**config.mk**
```make
export PLATFORM = sky130hd
export DESIGN_NAME = dmux_tx_arbiter_flat
export DESIGN_NICKNAME = d
export VERILOG_FILES = /design/src/rtl/dmux_tx_if.sv /design/src/rtl/dmux_tx_arbiter.sv /design/src/flat_wrapper.sv
export SDC_FILE = /design/constraint.sdc
export NUM_CORES = 1
export LEC_CHECK = 0
export BUFFER_PORTS_ARGS = -buffer_cell sky130_fd_sc_hd__buf_2
export CAP_MARGIN = 40
export CORE_UTILIZATION = 47
export DETAILED_ROUTE_END_ITERATION = 12
export PLACE_DENSITY = 0.8
export REMOVE_ABC_BUFFERS = 1
export SLEW_MARGIN = 20
export SYNTH_ARGS = -nofsm -noshare
export SYNTH_HDL_FRONTEND = slang
export SYNTH_SLANG_ARGS = --single-unit
```
**constraint.sdc**
```tcl
create_clock -name clk_a -period 2.1 [get_ports clk_a]
set_input_delay 0.42 -clock clk_a [delete_from_list [all_inputs] [get_ports clk_a]]
set_output_delay 0.42 -clock clk_a [all_outputs]
set_load 0.005 [all_outputs]
```
**src/rtl/dmux_tx_if.sv**
```systemverilog
// Requester/channel bundle for dmux_tx_arbiter.
//   req, req_data  : per-requester request levels and packed data (requester k at [k*DW +: DW])
//   ack, grant_id  : one-cycle ack to the launched requester, index of current/last grant
//   data_in, data_in_valid : drive the CDC data-mux channel inputs
// master = requester/channel side, slave = arbiter side.
interface dmux_tx_if #(
    parameter int unsigned NUM_REQ = 4,
    parameter int unsigned DW      = 8
);
    localparam int unsigned GW = (NUM_REQ > 1) ? $clog2(NUM_REQ) : 1;

    logic [NUM_REQ-1:0]    req;
    logic [NUM_REQ*DW-1:0] req_data;
    logic [NUM_REQ-1:0]    ack;
    logic [GW-1:0]         grant_id;
    logic [DW-1:0]         data_in;
    logic                  data_in_valid;

    modport master (
        output req, req_data,
        input  ack, grant_id, data_in, data_in_valid
    );

    modport slave (
        input  req, req_data,
        output ack, grant_id, data_in, data_in_valid
    );
endinterface

```
**src/rtl/dmux_tx_arbiter.sv**
```systemverilog
// Round-robin scheduler sharing one CDC data-mux channel among NUM_REQ requesters.
// Each launch: data_in latched at grant, held SETUP_CYC cycles, one-cycle valid pulse
// with ack to the winner, then held HOLD_CYC more cycles before the next grant.
//   clk_a  : source-domain clock
//   rst    : synchronous active-high reset
//   enable : gates new grants only; an in-flight transfer always completes
//   busy   : high whenever the scheduler is not idle
//   bus    : requester/channel bundle (slave side)
module dmux_tx_arbiter #(
    parameter int unsigned NUM_REQ   = 4,
    parameter int unsigned DW        = 8,
    parameter int unsigned SETUP_CYC = 2,
    parameter int unsigned HOLD_CYC  = 8
) (
    input  logic     clk_a,
    input  logic     rst,
    input  logic     enable,
    output logic     busy,
    dmux_tx_if.slave bus
);
    localparam int unsigned GW   = (NUM_REQ > 1) ? $clog2(NUM_REQ) : 1;
    localparam int unsigned CMAX = (SETUP_CYC > HOLD_CYC) ? SETUP_CYC : HOLD_CYC;
    localparam int unsigned CW   = $clog2(CMAX + 1);

    typedef enum logic [1:0] {
        IDLE  = 2'd0,
        SETUP = 2'd1,
        PULSE = 2'd2,
        HOLD  = 2'd3
    } state_t;

    state_t             state_q, state_n;
    logic [CW-1:0]      cnt_q, cnt_n;
    logic [GW-1:0]      ptr_q, ptr_n;
    logic [GW-1:0]      grant_q, grant_n;
    logic [DW-1:0]      data_q, data_n;
    logic               valid_q, valid_n;
    logic [NUM_REQ-1:0] ack_q, ack_n;
    logic               busy_q, busy_n;

    logic               pick_found;
    logic [GW-1:0]      pick_idx;
    logic [DW-1:0]      req_word [NUM_REQ];

    // Unpack requester data words
    for (genvar k = 0; k < NUM_REQ; k++) begin : g_unpack
        assign req_word[k] = bus.req_data[k*DW +: DW];
    end

    // First set request searching upward from the pointer, wrapping at NUM_REQ
    always_comb begin
        int unsigned idx;
        idx        = 0;
        pick_found = 1'b0;
        pick_idx   = '0;
        for (int unsigned i = 0; i < NUM_REQ; i++) begin
            idx = 32'(ptr_q) + i;
            if (idx >= NUM_REQ) begin
                idx = idx - NUM_REQ;
            end
            if (!pick_found && bus.req[GW'(idx)]) begin
                pick_found = 1'b1;
                pick_idx   = GW'(idx);
            end
        end
    end

    // Next-state and next-output logic; outputs are registered from these
    always_comb begin
        state_n = state_q;
        cnt_n   = cnt_q;
        ptr_n   = ptr_q;
        grant_n = grant_q;
        data_n  = data_q;
        valid_n = 1'b0;
        ack_n   = '0;

        case (state_q)
            IDLE: begin
                if (enable && pick_found) begin
                    state_n = SETUP;
                    cnt_n   = '0;
                    grant_n = pick_idx;
                    data_n  = req_word[pick_idx];
                end
            end
            SETUP: begin
                if (cnt_q == CW'(SETUP_CYC - 1)) begin
                    state_n        = PULSE;
                    valid_n        = 1'b1;
                    ack_n[grant_q] = 1'b1;
                end else begin
                    cnt_n = cnt_q + CW'(1);
                end
            end
            PULSE: begin
                state_n = HOLD;
                cnt_n   = '0;
                ptr_n   = (grant_q == GW'(NUM_REQ - 1)) ? '0 : grant_q + GW'(1);
            end
            HOLD: begin
                if (cnt_q == CW'(HOLD_CYC - 1)) begin
                    state_n = IDLE;
                end else begin
                    cnt_n = cnt_q + CW'(1);
                end
            end
            default: state_n = IDLE;
        endcase

        busy_n = (state_n != IDLE);
    end

    // State and output registers
    always_ff @(posedge clk_a) begin
        if (rst) begin
            state_q <= IDLE;
            cnt_q   <= '0;
            ptr_q   <= '0;
            grant_q <= '0;
            data_q  <= '0;
            valid_q <= 1'b0;
            ack_q   <= '0;
            busy_q  <= 1'b0;
        end else begin
            state_q <= state_n;
            cnt_q   <= cnt_n;
            ptr_q   <= ptr_n;
            grant_q <= grant_n;
            data_q  <= data_n;
            valid_q <= valid_n;
            ack_q   <= ack_n;
            busy_q  <= busy_n;
        end
    end

    assign bus.ack           = ack_q;
    assign bus.grant_id      = grant_q;
    assign bus.data_in       = data_q;
    assign bus.data_in_valid = valid_q;
    assign busy              = busy_q;
endmodule

```
**src/flat_wrapper.sv**
```systemverilog
// flat-port wrapper written by rule: the top's interface ports become plain ports
module dmux_tx_arbiter_flat 
#(
    parameter int unsigned NUM_REQ   = 4,
    parameter int unsigned DW        = 8,
    parameter int unsigned SETUP_CYC = 2,
    parameter int unsigned HOLD_CYC  = 8
)
  (clk_a, rst, enable, busy, bus_req, bus_req_data, bus_ack, bus_grant_id, bus_data_in, bus_data_in_valid);
  dmux_tx_if #(.NUM_REQ(NUM_REQ), .DW(DW)) bus_i ();
  input  logic clk_a;
  input  logic rst;
  input  logic enable;
  output logic busy;
  input wire logic [$bits(bus_i.req)-1:0] bus_req;
  input wire logic [$bits(bus_i.req_data)-1:0] bus_req_data;
  output wire logic [$bits(bus_i.ack)-1:0] bus_ack;
  output wire logic [$bits(bus_i.grant_id)-1:0] bus_grant_id;
  output wire logic [$bits(bus_i.data_in)-1:0] bus_data_in;
  output wire logic [$bits(bus_i.data_in_valid)-1:0] bus_data_in_valid;
  assign bus_i.req = bus_req;
  assign bus_i.req_data = bus_req_data;
  assign bus_ack = bus_i.ack;
  assign bus_grant_id = bus_i.grant_id;
  assign bus_data_in = bus_i.data_in;
  assign bus_data_in_valid = bus_i.data_in_valid;
  dmux_tx_arbiter #(.NUM_REQ(NUM_REQ), .DW(DW), .SETUP_CYC(SETUP_CYC), .HOLD_CYC(HOLD_CYC)) u_core (.clk_a(clk_a), .rst(rst), .enable(enable), .busy(busy), .bus(bus_i));
endmodule
```
**Word-level counts from Yosys, hierarchy flattened**

Index checks and enable logic that the tools add are counted.

- Register bits: 24
- Input bits: 39
- Output and inout port bits: 16

- Add/subtract/negate cells: 9
- $lt $le $gt $ge: 11
- Eq/ne operators: 9
- Mux-type cells: 35
- Bitwise logic cells: 3
- Reduce and logical (&&, ||, !) cells: 14

Operator list:

| operator | count |
|---|---|
| $mux W2 | 12 |
| $bmux W8 S2 | 1 |
| $mux W8 | 2 |
| $pmux W4 S4 | 1 |
| $lt A2 B3 Y1 const B | 5 |
| $ge A3 B3 Y1 const B | 4 |
| $mux W4 | 3 |
| $mux W1 | 10 |
| $bmux W1 S2 | 4 |
| $pmux W2 S4 | 1 |
| $sub A2 B1 Y2 const B | 4 |
| $add A2 B2 Y3 const B | 2 |
| $eq A2 B2 Y1 const B | 3 |
| $logic_and A1 B1 Y1 | 5 |
| $add A4 B1 Y4 const B | 1 |
| $eq A4 B1 Y1 const B | 1 |
| $eq A4 B3 Y1 const B | 1 |
| $ne A2 B2 Y1 const B | 2 |
| $add A2 B1 Y3 const B | 1 |
| $ge A2 B3 Y1 const B | 1 |
| $logic_not A1 Y1 | 3 |
| $not A2 Y3 | 1 |
| $reduce_and A3 Y1 | 1 |
| $reduce_or A3 Y1 | 1 |
| other kinds (10) | 11 |

**Longest topological paths before layout**

Gate-level depths: netlist of run 1.

- Depth in word-level cells: 18
- Mapped depth: 7

**Worst setup path before layout of run 1**

No wires, ideal clock.

- Path type: input to register
- Start: input bus_req[0]
- End: register u_core.data_q[0] (netlist: u_core.bus.data_in[0])
- Setup time: 128 ps
- Arrival time: 1,430 ps
- Required time: 1,972 ps
- Path slack: 542 ps
- Stages: 6
- Path buffers: 1
- Cell sequence: a21oi_2 > o21ai_2 > a21oi_4 > buf_12 > mux2i_1 > o221ai_2

- Longest elaborated chain between the ends: 16
- Elaborated cells on any way between the ends: 28
- Classes of those cells: 19 x mux; 1 x bitwise; 8 x reduce/logical

Ends and longest elaborated chain:

| what | RTL line | RTL |
|---|---|---|
| start: declaration | flat_wrapper.sv:15 | `input wire logic [$bits(bus_i.req)-1:0] bus_req;` |
| $bmux W1 S2 | dmux_tx_arbiter.sv:61 | `if (!pick_found && bus.req[GW'(idx)]) begin` |
| $mux W1 (not written as such) | dmux_tx_arbiter.sv:61 |  |
| $mux W1 | dmux_tx_arbiter.sv:61 |  |
| $logic_not A1 Y1 | dmux_tx_arbiter.sv:61 |  |
| $logic_and A1 B1 Y1 | dmux_tx_arbiter.sv:61 |  |
| $mux W1 | dmux_tx_arbiter.sv:61 |  |
| $logic_not A1 Y1 | dmux_tx_arbiter.sv:61 |  |
| $logic_and A1 B1 Y1 | dmux_tx_arbiter.sv:61 |  |
| $mux W1 | dmux_tx_arbiter.sv:61 |  |
| $logic_not A1 Y1 | dmux_tx_arbiter.sv:61 |  |
| $logic_and A1 B1 Y1 | dmux_tx_arbiter.sv:61 |  |
| $mux W2 | dmux_tx_arbiter.sv:61 |  |
| $not A2 Y3 (not written as such) | dmux_tx_arbiter.sv:84 | `data_n = req_word[pick_idx];` |
| $bmux W8 S2 | dmux_tx_arbiter.sv:84 |  |
| $mux W8 (not written as such) (2 in series) | dmux_tx_arbiter.sv:84 |  |
| end signal: assignment | dmux_tx_arbiter.sv:130 | `data_q <= data_n;` |
| end: declaration | dmux_tx_arbiter.sv:36 | `logic [DW-1:0] data_q, data_n;` |

Several ways; a longest one is shown, not always the timed one. The select of a mux whose other input is x is not followed.
A chain may end at the register's enable or synchronous reset.

**Worst setup path after layout of run 1**

- Start: register u_core.ptr_q[0]
- End: register u_core.data_q[1] (netlist: u_core.bus.data_in[1])

- Longest elaborated chain between the ends: 18
- Elaborated cells on any way between the ends: 43
- Classes of those cells: 7 x add/sub; 4 x order compare; 23 x mux; 1 x bitwise; 8 x reduce/logical

Ends and longest elaborated chain:

| what | RTL line | RTL |
|---|---|---|
| start: declaration | dmux_tx_arbiter.sv:34 | `logic [GW-1:0] ptr_q, ptr_n;` |
| start signal: assignment | dmux_tx_arbiter.sv:128 | `ptr_q <= ptr_n;` |
| branches (longest 18 deep; another with $add A2 B1 Y3) | n/a |  |

Several ways; the timed one is not identified. The select of a mux whose other input is x is not followed.

==> summary.md, run 1 <==
| Metric | Value |
|---|---|
| Status | `complete, no violations` |
| CTS tree | `yes` |
| Switch Pwr | `about 0.27 mW` |
| RSZ-0062 raised after global routing | `no` |
| Ant. Diodes | `0` |
| Worst vdd ir | `0.587 mV` |
| R2R Setup Slk | `0.42 ns` |
| Switching Share | `28.2%` |
| P&R area growth vs syn | `23.3%` |
| Slew Limit Fails | `0` |
| Synthesized area | `1340 um2` |
| Pint | `0.690 mW` |
| Vias per cell | `5.48` |
| Comb pwr share | `21.5%` |
| I/O pin count | `55` |
| Die Span X | `between 50 and 60 um` |
| Number of remaining DRC errors | `0` |
| Synth unique cells | `34` |
| CP arrival | `1.89 ns` |
| CTS root buffer | `clkbuf_4` |
| CP max FO | `8` |
| DR iter-0 viols | `34` |
| First-pass GRT wire length | `5.03 mm` |
| Leak | `0.742 nW` |
| Critical Path End Type | `flip-flop` |
| Cell taking the most area after synthesis | `dfxtp_1` |
| PortBufs | `54` |
| Clk buf depth | `2` |
| Synth area leaders | `dfxtp_1 (36%), mux2i_1 (15%), o221ai_2 (9.0%), ha_1 (5.6%), nand3b_1 (4.5%)` |
| Setup TNS | `0 ns` |
| Hpwl dp | `2.37 mm` |
| Global placement routability congestion | `0.791` |
| Initial antenna violation count | `0` |
| Pin count of the biggest net entering global routing | `21` |
| Critical Path Start Type | `flip-flop` |
| Sink Count | `24` |
| Number of global-route vias before repair | `1139` |
| Total gr overflow | `0` |
| Hold buffers post-CTS | `0` |
| Drt total wl | `approximately 3.0 mm` |
| Actual slew at the worst max-slew pin | `0.506 ns` |
| Critical path class | `flip-flop to flip-flop` |
| Final min period | `1.68 ns` |
| Setup violators final | `0` |
| Clock share of power | `26.2%` |
| Mapped Cells | `132` |
| Layout cell share with drive strength beyond 1 | `40.9%` |
| Die area | `3070 um2` |
| Worst-path clk slew | `0.13 ns` |
| Post-synth ARST share | `0%` |
| Setup Buffers After CTS | `0` |
| Post-CTS resize count | `0` |
| Antenna Nets Post-Route | `0` |
| Fin util | `between 60 and 70%` |
| Worst Skew | `0.00614 ns` |
| Cts bufs inserted | `3` |
| Clock Latency Late Sink | `around 0.33 ns` |
| Htree depth | `1` |
| F_max | `slightly below 0.6 GHz` |
| Core area | `roughly 2600 um2` |
| EDFF count, synth | `0` |
| Critical path required time | `2.31 ns` |
| Rel. slew slack | `66.0%` |
| Pre-antenna DRT Iters | `4` |
| Synth Flop Type | `dfxtp_1` |
| Final hold vios | `0` |
| Synth warnings | `0` |
| Wire per inst | `14.0 um` |
| HP Class | `input port to flip-flop` |
| Sequential-to-total area share from yosys stat | `between 30% and 40%` |
| Crit share post-route | `79.8%` |
| Overall Power | `0.961 mW` |
| Total number of vias | `approximately 1200` |
| MaxCap Viol Count | `0` |
| Mean Syn Cell Area | `10.1 um2` |
| Synth Register Bits | `24` |
| Power Dens Cells | `~600 nW/um2` |
| Die height | `~55 um` |
| Top-area cell type share of the netlist area | `35.9%` |
| Fin nets | `232` |
| Row cnt | `18` |
| Sequential Power Share | `around 52%` |
| Total Routing Usage GR | `a little over 20%` |
| Initial core utilization | `51.7%` |
## cell usage after synthesis, drive strengths merged, types with 2 or more instances
cell type	n
ha	6
a21oi	9
nor3	2
nor2	14
buf	4
xnor2	2
nand2b	3
mux2i	20
and2	4
inv	7
clkbuf	2
nor2b	2
nand2	5
dfxtp	24
o221ai	8
nand3b	8
o21ai	2
## stage by stage
| step | hold WS, ns | cells | setup slack, ns | instance area, um2 |
|---|---|---|---|---|
| after global placement | 0.490 | 212 | 0.231 | 1610 |
| final | 0.391 | 216 | 0.425 | 1650 |
| after detailed placement | 0.495 | 212 | 0.177 | 1610 |
| after global routing | 0.400 | 216 | 0.340 | 1650 |
| after floorplan | 0.489 | 126 | 0.310 | 1290 |
| after CTS | 0.393 | 216 | 0.445 | 1650 |
## layout by cell type, fill, tap and decap left out, drive strengths merged, types with 2 or more instances in the layout
master,synthesis,final
o221ai,8,8
and2,4,4
nand2b,3,3
a21oi,9,9
xnor2,2,2
nor3,2,2
o21ai,2,2
nand3b,8,8
dfxtp,24,24
nor2b,2,2
mux2i,20,20
inv,7,7
nand2,5,5
nor2,14,14
buf,4,56
clkbuf,2,4
ha,6,6
## path summary, 6_finish.rpt
kind                           endpoint                  start  depth (start not counted)
setup / recovery  u_core.bus.data_in[1]        u_core.ptr_q[0]                          5
hold reg to reg   u_core.bus.data_in[2]  u_core.bus.data_in[2]                          2
setup reg to reg  u_core.bus.data_in[1]        u_core.ptr_q[0]                          5
hold / removal    u_core.bus.data_in[2]       bus_req_data[10]                          3
## critical path, cell delays in order (launching register included)
cell      delay [ns]
dfxtp_1         0.35
inv_1           0.08
a22o_1          0.21
a221oi_2        0.32
nand2b_1        0.46
o221ai_2        0.15
## cells by family (layout without fill, tap and decap cells)
family	count (synthesis)	in the layout	synth area share (%)
compound gates	26	26	19.7
xor+xnor	2	2	1.31
fa+ha+maj	6	6	5.61
buf+inv	13	67	5.51
flops	24	24	35.9
mux	20	20	15.0
simple gates	41	41	17.0
## layer usage
layer / routed length [um] / track usage, % / part of all wire (%)
met5: 0 / 0 / 0
met2: 1640 / 39.1 / 54
met4: 70 / 6.43 / 2.3
met1: 1180 / 21.3 / 39
met3: 128 / 5.62 / 4.2
## state kept, by name (all words and copies together) (netlist names)
| register | cells |
|---|---|
| u_core.bus.data_in | 8 |
| u_core.bus.ack | 4 |
| u_core.cnt_q | 4 |
| u_core.bus.grant_id | 2 |
| u_core.ptr_q | 2 |
| u_core.state_q | 2 |
| u_core.bus.data_in_valid | 1 |
| u_core.busy | 1 |
## power by group through the flow
stage | clock network (mW) | logic (mW) | registers (mW)
floorplan | 0 | 0.119 | 0.511
global placement | 0 | 0.198 | 0.512
detailed placement | 0 | 0.207 | 0.513
CTS | 0.257 | 0.208 | 0.503
global route | 0.271 | 0.227 | 0.508
finish | 0.252 | 0.206 | 0.503
## cell type report
class	count	area [um2]
clock buffers	4	36.3
inverters	7	26.3
well taps	30	37.5
fillers	212	940
flip-flops and latches	24	480
repair buffers	56	285
multi-input cells	95	785
Note: power is estimated with default switching activity, not from simulation.
==> run 2: changes to the inputs <==
Clock period 2.1 ns to 1.6 ns, I/O delays scaled along.
==> summary.md, run 2 (synthesis gave the netlist of run 1 again) <==
| Metric | Value |
|---|---|
| Wire per inst | `13.8 um (-0.91%)` |
| Layout cell share with drive strength beyond 1 | `44.2% (+3.4 points)` |
| Crit share post-route | `94.7% (+15 points)` |
| CP delay by family, top | `compound AO/OA/AOI/OAI gates` |
| Critical Path Start Type | `flip-flop` |
| CTS root buffer | `clkbuf_4` |
| R2R Setup Slk | `0.09 ns (-0.34 ns)` |
| P&R area growth vs syn | `30.9%` |
| Number of flip-flops in the largest register | `8 (unchanged)` |
| Non-Filler Instances | `220 (+1.9%)` |
| Placed Area | `1670 um2 (+3.4%)` |
| Drt total wl | `3.05 mm (+0.93%)` |
| Antenna Nets Post-Route | `0 (unchanged)` |
| Rel. slew slack | `75.5% (+9.5 points)` |
| Fin util | `67.7% (+4.0 points)` |
| MaxCap Viol Count | `0 (unchanged)` |
| PortBufs | `54 (unchanged)` |
| Ant. Diodes | `0 (unchanged)` |
| Critical path required time | `1.80 ns (-0.51 ns)` |
| Total gr overflow | `0 (unchanged)` |
| Setup Buffers After CTS | `0 (unchanged)` |
| CP arrival | `1.72 ns (-0.17 ns)` |
| Reg2reg end | `u_core.bus.data_in[7]` |
| Critical path's largest stage delay | `0.35 ns (-0.11 ns)` |
| Worst Skew | `0.0114 ns (+0.00529 ns)` |
| Final worst slack | `0.0850 ns (-0.340 ns)` |
| Cts bufs inserted | `3 (unchanged)` |
| Pre-CTS WS | `-0.0348 ns (-0.211 ns)` |
| CP Cell Sequence | `inv_1 > a22o_1 > a221oi_4 > nand2b_4 > buf_12 > o221ai_2` |
| F_max | `0.660 GHz (+11%)` |
| Die area | `3070 um2 (unchanged)` |
| Hold buffers post-CTS | `0 (unchanged)` |
| HP Class | `input port to flip-flop` |
| Setup violators final | `0 (unchanged)` |
| Setup TNS | `0 ns (unchanged)` |
| Actual slew at the worst max-slew pin | `0.366 ns (-0.140 ns)` |
| Total Routing Usage GR | `19.6% (-0.85 points)` |
| Worst path depth | `6 (+1)` |
| Pre-antenna DRT Iters | `4 (unchanged)` |
| HP Start | `bus_req_data[10]` |
| Number of global-route vias before repair | `1168 (+2.5%)` |
| Sink Count | `24 (unchanged)` |
| Vias per cell | `5.40 (-1.4%)` |
| CTS tree | `yes` |
| Clk buf depth | `2 (unchanged)` |
| R2R Path Start | `u_core.ptr_q[0]` |
| Global placement routability congestion | `0.840 (+6.3%)` |
| Final hold vios | `0 (unchanged)` |
| Initial core utilization | `51.7% (unchanged)` |
| CP max FO | `8 (unchanged)` |
| First-pass GRT wire length | `4.87 mm (-3.2%)` |
| Pin count of the biggest net entering global routing | `18 (-14%)` |
| I/O pin count | `55 (unchanged)` |
| Slew Limit Fails | `0 (unchanged)` |
| Fin area | `1750 um2 (+6.2%)` |
| Final min period | `1.51 ns (-0.160 ns)` |
| Fin nets | `236 (+1.7%)` |
| Critical path class | `flip-flop to flip-flop` |
| Core area | `2590 um2 (unchanged)` |
| Worst vdd ir | `0.736 mV (+25%)` |
| Commonest cells after routing, fill and taps aside | `buf_2 (54), dfxtp_1 (22), mux2i_1 (20)` |
| Critical Path End Type | `flip-flop` |
| Die height | `55.4 um (unchanged)` |
| Clock Latency Late Sink | `0.32 ns (about the same)` |
| Power Dens Cells | `799 nW/um2 (+37%)` |
| Reg2reg path depth | `6 (+1)` |
| Status | `complete, no violations` |
| RSZ-0062 raised after global routing | `no` |
| Commonest non-fill, non-tap cell in the layout | `buf_2` |
| Crit path buffers/inverters | `2 (+1)` |
| DR iter-0 viols | `22 (-35%)` |
| Post-CTS resize count | `0 (unchanged)` |
| Critical Path Slowest Stage Cell | `dfxtp_2` |
| Initial antenna violation count | `0 (unchanged)` |
| Number of remaining DRC errors | `0 (unchanged)` |
| Cells on Worst Hold Path | `3 (unchanged)` |
| Leak | `0.793 nW (+6.9%)` |
| Total number of vias | `1189 (+0.42%)` |
| Row cnt | `18 (unchanged)` |
| Die Span X | `55.4 um (unchanged)` |
| Htree depth | `1 (unchanged)` |
| Hold Crit Endpoint | `u_core.bus.data_in[2]` |
| Placed Cells | `216 (+1.9%)` |
| Worst-path clk slew | `0.14 ns (about the same)` |
| Hpwl dp | `2.43 mm (+2.7%)` |
## run 2: stage by stage
step	power (mW)	hold WS, ns
final	1.40	0.288
after global routing	1.46	0.287
after CTS	1.39	0.284
after detailed placement	0.964	0.490
after global placement	0.951	0.489
after floorplan	0.826	0.389
## run 2: final cells by class
| type | instances | area, um2 |
|---|---|---|
| clock buffers | 3 | 22.5 |
| inverters | 7 | 26.3 |
| fillers | 213 | 837 |
| flip-flops and latches | 24 | 483 |
| multi-input cells | 95 | 813 |
| clock inverters | 1 | 30.0 |
| repair buffers | 60 | 340 |
| well taps | 30 | 37.5 |
## run 2: where the power goes
part | internal, mW | total (mW) | switching [mW]
registers | 0.632 | 0.661 | 0.0291
logic | 0.155 | 0.300 | 0.145
clock network | 0.253 | 0.439 | 0.186
## run 2: worst max-delay path by stage
stage | startpoint | end | slack, ns
2_1_floorplan | bus_req[1] | u_core.bus.data_in[0] | -0.09
3_3_place_gp | bus_req[3] | u_core.bus.data_in[2] | 0.03
3_5_place_dp | bus_req[1] | u_core.cnt_q[1] | -0.03
4_1_cts | u_core.cnt_q[0] | u_core.bus.ack[1] | 0.06
5_1_grt | u_core.ptr_q[0] | u_core.bus.data_in[7] | 0.01
6_report | u_core.ptr_q[0] | u_core.bus.data_in[7] | 0.09
## run 2: layer usage
layer	global-route usage, %	vias up	part of all wire (%)
met5	0	-	0
met4	5.71	0	0.69
met3	5.15	2	3.5
met2	37.3	27	53
met1	20.9	564	42
li1	-	596	-
## run 2: tightest hold or removal path: cells and delay by family
family	cells	cell delay, ns
buffers and inverters	1	0.08
multiplexers	1	0.07
AO/OA/AOI/OAI	1	0.12
